$ cat src/rtl/uart_tx_arbiter.sv
// Message-atomic round-robin arbiter sharing one UART TX FIFO among NUM_REQ byte streams.
// Define UART_ARB_TIMEOUT_EN to build the watchdog that revokes a grant idle for TIMEOUT_CYCLES.

module uart_tx_arbiter #(
   parameter int NUM_REQ        = 4,
   parameter int TIMEOUT_CYCLES = 1024
) (
   input  logic                 clk,
   input  logic                 rst,
   input  logic [NUM_REQ-1:0]   req_valid,
   input  logic [8*NUM_REQ-1:0] req_data,
   input  logic [NUM_REQ-1:0]   req_last,
   output logic [NUM_REQ-1:0]   req_ready,
   output logic [NUM_REQ-1:0]   grant,
   input  logic                 fifo_ready,
   output logic                 start_uart,
   output logic [7:0]           uart_tx_data,
   output logic                 busy,
   output logic                 timeout
);

   localparam int PW = $clog2(NUM_REQ);

   typedef enum logic [1:0] {IDLE, SEND, HOLD} state_t;

   state_t        state;
   logic [PW-1:0] rr_ptr;
   logic [PW-1:0] grant_idx;
   logic [PW-1:0] next_idx;
   logic [PW-1:0] cand;
   logic          last_flag;
   logic          hold_cnt;
   logic          xfer;
   logic [7:0]    sel_data;
   logic          sel_last;

`ifdef UART_ARB_TIMEOUT_EN
   logic [15:0]   idle_cnt;
`endif

   // Scan from the farthest candidate back toward rr_ptr+1 so the nearest valid requester wins.
   always_comb begin
      next_idx = '0;
      cand     = '0;
      for (int k = NUM_REQ; k >= 1; k--) begin
         cand = PW'((int'(rr_ptr) + k) % NUM_REQ);
         if (req_valid[cand])
            next_idx = cand;
      end
   end

   assign req_ready = (state == SEND && fifo_ready) ? grant : '0;
   assign xfer      = |(req_valid & req_ready);
   assign sel_data  = req_data[int'(grant_idx) * 8 +: 8];
   assign sel_last  = req_last[grant_idx];
   assign busy      = (state != IDLE);

   // Two HOLD cycles after every push give the lagging fifo_ready time to reflect the new count.
   always_ff @(posedge clk) begin
      if (rst) begin
         state        <= IDLE;
         grant        <= '0;
         grant_idx    <= '0;
         rr_ptr       <= PW'(NUM_REQ - 1);
         start_uart   <= 1'b0;
         uart_tx_data <= 8'h00;
         last_flag    <= 1'b0;
         hold_cnt     <= 1'b0;
`ifdef UART_ARB_TIMEOUT_EN
         idle_cnt     <= '0;
         timeout      <= 1'b0;
`endif
      end else begin
         start_uart <= 1'b0;
`ifdef UART_ARB_TIMEOUT_EN
         timeout    <= 1'b0;
`endif
         case (state)
            IDLE: begin
               if (|req_valid) begin
                  grant     <= NUM_REQ'(1) << next_idx;
                  grant_idx <= next_idx;
                  state     <= SEND;
               end
            end
            SEND: begin
               if (xfer) begin
                  start_uart   <= 1'b1;
                  uart_tx_data <= sel_data;
                  last_flag    <= sel_last;
                  hold_cnt     <= 1'b0;
                  state        <= HOLD;
`ifdef UART_ARB_TIMEOUT_EN
                  idle_cnt     <= '0;
`endif
               end
`ifdef UART_ARB_TIMEOUT_EN
               else if (idle_cnt == 16'(TIMEOUT_CYCLES - 1)) begin
                  state    <= IDLE;
                  rr_ptr   <= grant_idx;
                  grant    <= '0;
                  timeout  <= 1'b1;
                  idle_cnt <= '0;
               end else begin
                  idle_cnt <= idle_cnt + 16'd1;
               end
`endif
            end
            HOLD: begin
               if (!hold_cnt) begin
                  hold_cnt <= 1'b1;
               end else begin
                  hold_cnt <= 1'b0;
                  if (last_flag) begin
                     state  <= IDLE;
                     rr_ptr <= grant_idx;
                     grant  <= '0;
                  end else begin
                     state  <= SEND;
                  end
               end
            end
            default: state <= IDLE;
         endcase
      end
   end

`ifndef UART_ARB_TIMEOUT_EN
   // Without the watchdog a granted requester keeps the UART until its last byte.
   assign timeout = 1'b0 & (TIMEOUT_CYCLES != 0);
`endif

endmodule

$ cat config.mk
export PLATFORM = sky130hd
export DESIGN_NAME = uart_tx_arbiter
export DESIGN_NICKNAME = d
export VERILOG_FILES = /design/src/rtl/uart_tx_arbiter.sv
export SDC_FILE = /design/constraint.sdc
export NUM_CORES = 1
export LEC_CHECK = 0
export ABC_AREA = 1
export CAP_MARGIN = 20
export CORE_UTILIZATION = 44
export DETAILED_ROUTE_END_ITERATION = 7
export PLACE_DENSITY = 0.92
export SYNTH_ARGS = -nofsm -noshare
export SYNTH_HDL_FRONTEND = slang
export SYNTH_SLANG_ARGS = --single-unit
$ cat constraint.sdc
create_clock -name clk -period 2.3 [get_ports clk]
set_input_delay 0.575 -clock clk [delete_from_list [all_inputs] [get_ports clk]]
set_output_delay 0.575 -clock clk [all_outputs]
set_load 0.05 [all_outputs]
======== Yosys cells after proc, flatten, opt, wreduce, memory -nomap -nowiden ========
Cells that the tools add are included.
storage, ports and cells
  register bits after elaboration ......... 21
  input port bits ......................... 43
  output and inout port bits .............. 19
cells by class
  $add $sub $neg .......................... 4
  magnitude comparators ................... 5
  eq/ne operators ......................... 6
  shifts and indexed selects .............. 2
  muxes and demuxes ....................... 28
  bitwise gates (word level) .............. 2
  reduce and logical (&&, ||, !) cells .... 14
operators with widths
  kind                   count
  $shiftx A32 B6 Y8      1
  $mux W4                4
  $lt A2 B3 Y1 const B   5
  $mux W2                7
  $bmux W1 S2            5
  $mux W1                9
  $ne A2 B2 Y1 const B   4
  $pmux W4 S2            1
  $reduce_or A4 Y1       2
  $pmux W2 S3            1
  $reduce_and A2 Y1      3
  $reduce_and A3 Y1      2
  $reduce_bool A2 Y1     3
  $add A2 B1 Y2 const B  2
  $add A2 B2 Y2 const B  2
  $and A4 B4 Y4          1
  $reduce_and A4 Y1      1
  $shl A1 B2 Y4 const A  1
  $eq A2 B1 Y1 const B   1
  $eq A2 B2 Y1 const B   1
  $logic_not A2 Y1       1
  $pmux W1 S2            1
  $reduce_or A2 Y1       1
  $logic_and A1 B1 Y1    1
  $not A1 Y1             1

======== Logic depth before layout (Yosys ltp) ========
  word-level depth ........................ 10
  depth in mapped cells ................... 12

======== Least setup slack after synthesis ========
No wires, ideal clock.
  path type ............................... reg-to-output
  from .................................... register grant[1]
  to ...................................... output port req_ready[1]
  arrival ................................. 1.416 ns
  slack ................................... 0.309 ns
  cell stages (with the launch flop) ...... 3
  path buffers ............................ 0
  cell sequence ........................... dfxtp_1 > inv_1 > nor2_1
on the way
  word-level cells in the longest chain between the ends .. 1
RTL lines
  item                      line  text
  start: declaration        14    output logic [NUM_REQ-1:0] grant,
  start signal: assignment  81    grant <= NUM_REQ'(1) << next_idx;
  $mux W4                   52    assign req_ready = (state == SEND && fifo_ready) ? grant : '0;
  end: declaration          13    output logic [NUM_REQ-1:0] req_ready,
Every way passes these cells.

======== Worst setup path in the final report ========
  from .................................... register state[1]
  to ...................................... output port busy
on the way
  word-level cells in the longest chain between the ends .. 1
RTL lines
  item                      line  text
  start: declaration        26    state_t state;
  start signal: assignment  61    state <= IDLE;
  start signal: assignment  83    state <= SEND;
  start signal: assignment  92    state <= HOLD;
  $reduce_bool A2 Y1        56    assign busy = (state != IDLE);
  end: declaration          18    output logic busy,
Every way passes these cells.

==> results by group <==
GRT
  • Global-route wire length before repair: about 6 mm
  • Total GRT Usage: 0.234
  • Remaining global-route overflow: 0
  • Antenna violations before repair: 0
  • Number of global-route vias before repair: about 1.5k
  • Maximum number of pins on one net before global-route repair: 21

Timing
  • # setup viols final: 0
  • Maximum frequency from static timing analysis: roughly 0.45 GHz
  • Total Neg Setup Slack: 0 ns
  • Final worst-path setup slack: 0.0852 ns
  • Transition at the pin with the smallest max-transition slack: 0.526 ns
  • Final worst clock skew: 0.00333 ns
  • Share of the clock period used by the worst path after layout: 0.963
  • Worst rel slew slack: 0.648
  • Slew Viols, Final: 0
  • Unrepaired setup endpoints after global routing: false
  • Period minus WS final: about 2.2 ns
  • Final Hold Violating Endpoints: 0

Final layout
  • Fill cell instance count of the final layout: 253
  • Total Nets Final: 312
  • Fraction of layout instances using a drive strength above 1: 0.112
  • Final non-filler cell area: just under 2000 um2
  • Area growth syn-to-layout: 49.4%
  • Final antenna diode count: 0
  • Final core occ: 0.708

Place
  • Dpl ws: approximately 0.19 ns
  • Area post-placement: 1960 um2
  • Port Buffers: 60
  • Placer's final routability congestion estimate: between 0.8 and 0.9
  • Estimated wirelength of the detail-placed design: approximately 2.8 mm

CTS
  • Number of CTS-inserted buffers: 3
  • Hold-fix buffers at CTS: 0
  • Post-CTS sizing: 0
  • Clock sink count: 21
  • CTS root buf: sky130_fd_sc_hd__clkbuf_4
  • Max Root-Sink Buffers: 2
  • Total number of H-tree levels: 1
  • Clk slew on worst S/H paths: ~0.12 ns
  • Later-pin clock latency in the skew report: around 0.30 ns
  • CTS tree: done
  • Buffers inserted during post-CTS setup optimization: 0

Synthesis
  • Part of the Yosys area used for sequential elements: 0.316
  • Proportion of netlist area held by the largest area contributor: 0.316
  • Main synth FF type: sky130_fd_sc_hd__dfxtp_1
  • Top cells by area, synth: sky130_fd_sc_hd__dfxtp_1 (32%), sky130_fd_sc_hd__nand2_1 (12%), sky130_fd_sc_hd__o21ai_0 (10%), sky130_fd_sc_hd__nor2_1 (9.0%), sky130_fd_sc_hd__inv_1 (5.4%)
  • Share of synthesized flip-flops with an asynchronous set or reset: 0
  • Count of unique library cells instantiated by Yosys: 29
  • Leading post-synthesis cells by instance count: sky130_fd_sc_hd__nand2_1 (41), sky130_fd_sc_hd__nor2_1 (32), sky130_fd_sc_hd__o21ai_0 (27)
  • Mean instance size in the synthesized netlist: 6.27 um2
  • Net count after synthesis: 255
  • Number of synthesized flops with an enable pin: 0
  • Yosys warning count: 0
  • Gate count after technology mapping: 212
  • Post-synthesis instance area: roughly 1300 um2
  • Yosys reg bits: 21
  • Most repeated cell in the gate-level netlist after synthesis: sky130_fd_sc_hd__nand2_1
  • Cell type with the largest total area after synthesis: sky130_fd_sc_hd__dfxtp_1

Run status
  • Outcome: finished, violations left
  • Violations in the final reports: DRC

Worst setup path
  • Kind of capture point of the worst setup path: primary output
  • Reg-to-reg critical path endpoint: last_flag
  • Category of the worst setup path launch point: register
  • Required arrival time at the worst endpoint: between 1.5 and 2 ns
  • Crit path cell chain: inv_1, nand2_1, clkdlybuf4s50_1
  • Reg2reg start: grant_idx[0]
  • Register-to-register path setup slack: 0.62 ns
  • Worst-path maximum fanout: 3
  • Largest stage delay, worst path: 0.79 ns
  • Data arrival time at the worst-slack endpoint: 1.64 ns
  • Standard cell with the maximum stage delay on the critical path: sky130_fd_sc_hd__clkdlybuf4s50_1
  • Class of the most critical setup path: register to primary output
  • Cells on worst reg2reg path: 6
  • Launching instance or port of the critical path: state[1]

Worst hold path
  • Hold worst-path end: hold_cnt
  • Number of instances on the worst hold path: 2
  • Hold Crit Class: register to register
  • Hold path startpoint: hold_cnt

Floorplan
  • Rows: 19
  • Number of primary I/O pins: 62
  • Die Outline Area: 3240 um2
  • Horizontal extent of the die: 57.0 um
  • Area of the core: ~2800 um2
  • Initial cell density of the core: 0.474
  • Floorplan die height: 57.0 um

Power and ir drop
  • IR Drop Worst-Case VDD: 0.322 mV
  • Cell area power density: 456 nW/um2
  • Cell leakage power: 0.842 nW
  • Total power: 0.905 mW

Routing
  • Vias per Instance: 5.26
  • Count of routing violations after the opening detailed-route iteration: slightly below 70
  • Total wirelength of the detailed-routed design: 3.62 mm
  • Length of the first detailed-routing pass in iterations: 6
  • Antenna violation net count after detailed routing: 0
  • Vias: ~1.6k
  • Final routed DRC violation total: 2
  • Average wire per cell in the routed design: 12.1 um

Run
  • Max-capacitance violation count: 0
[final cells by class]
type                    instances  area, um2  share of cell area
well taps                      31       38.8              0.0195
inverters                      26        103              0.0517
clock inverters                 1       5.00             0.00252
flip-flops and latches         21        420               0.212
clock buffers                   3       22.5              0.0113
repair buffers                 61        648               0.326
multi-input cells             156        748               0.377
[logic make-up after synthesis]
family,after synthesis,share of synthesized area
simple gates,100,0.335
compound gates,55,0.225
buf+inv,35,0.121
flops,21,0.316
other cells,1,0.00282
[placed cells by master (no fill, tap or decap), types with 7 or more instances in the layout]
cell | netlist | routed
sky130_fd_sc_hd__o21ai_0 | 27 | 27
sky130_fd_sc_hd__a21oi_1 | 12 | 12
sky130_fd_sc_hd__nand3_1 | 7 | 7
sky130_fd_sc_hd__dfxtp_1 | 21 | 21
sky130_fd_sc_hd__clkdlybuf4s50_1 | 0 | 56
sky130_fd_sc_hd__nor2_2 | 9 | 9
sky130_fd_sc_hd__nand2_1 | 41 | 41
sky130_fd_sc_hd__nor2_1 | 32 | 32
sky130_fd_sc_hd__inv_1 | 19 | 19
sky130_fd_sc_hd__o22ai_1 | 9 | 9
[critical path, delay by kind of cell, from the launching register on]
| kind | cells | cell delay [ns] |
|---|---|---|
| buffers and inverters | 2 | 0.88 |
| flip-flops | 1 | 0.39 |
| AND/OR/NAND/NOR | 1 | 0.07 |
[worst max path at each step]
stage                     slack, ns      endpoint
after floorplan                0.31  req_ready[1]
final                          0.09          busy
after detailed placement       0.19  req_ready[2]
after CTS                      0.07          busy
after global placement         0.23  req_ready[2]
after global routing           0.01          busy
[sequential cells by signal, summed over array words and instances (netlist names)]
| signal | cells |
|---|---|
| uart_tx_data | 8 |
| start_uart | 1 |
| state | 2 |
| grant_idx | 2 |
| hold_cnt | 1 |
| rr_ptr | 2 |
| grant | 4 |
| last_flag | 1 |
[stage by stage]
| step | hold WS [ns] | instances |
|---|---|---|
| after floorplan | 0.457 | 212 |
| after global placement | 0.466 | 295 |
| after detailed placement | 0.472 | 295 |
| after CTS | 0.489 | 299 |
| after global routing | 0.515 | 299 |
| final | 0.487 | 299 |
[per-layer routing]
| metal | global-route usage | share of wire | up-vias |
|---|---|---|---|
| met2 | 0.422 | 0.50 | 52 |
| li1 | - | - | 801 |
| met3 | 0.0408 | 0.040 | 8 |
| met5 | 0 | 0 | - |
| met4 | 0.0801 | 0.020 | 0 |
| met1 | 0.281 | 0.44 | 712 |
[where the power goes]
part           leakage [nW]  total [mW]  switching, mW  internal, mW
clock                0.0177       0.174          0.109        0.0647
combinational         0.654       0.332          0.189         0.143
sequential            0.171       0.398         0.0158         0.383
No activity file was read; power rests on OpenSTA's default activity.
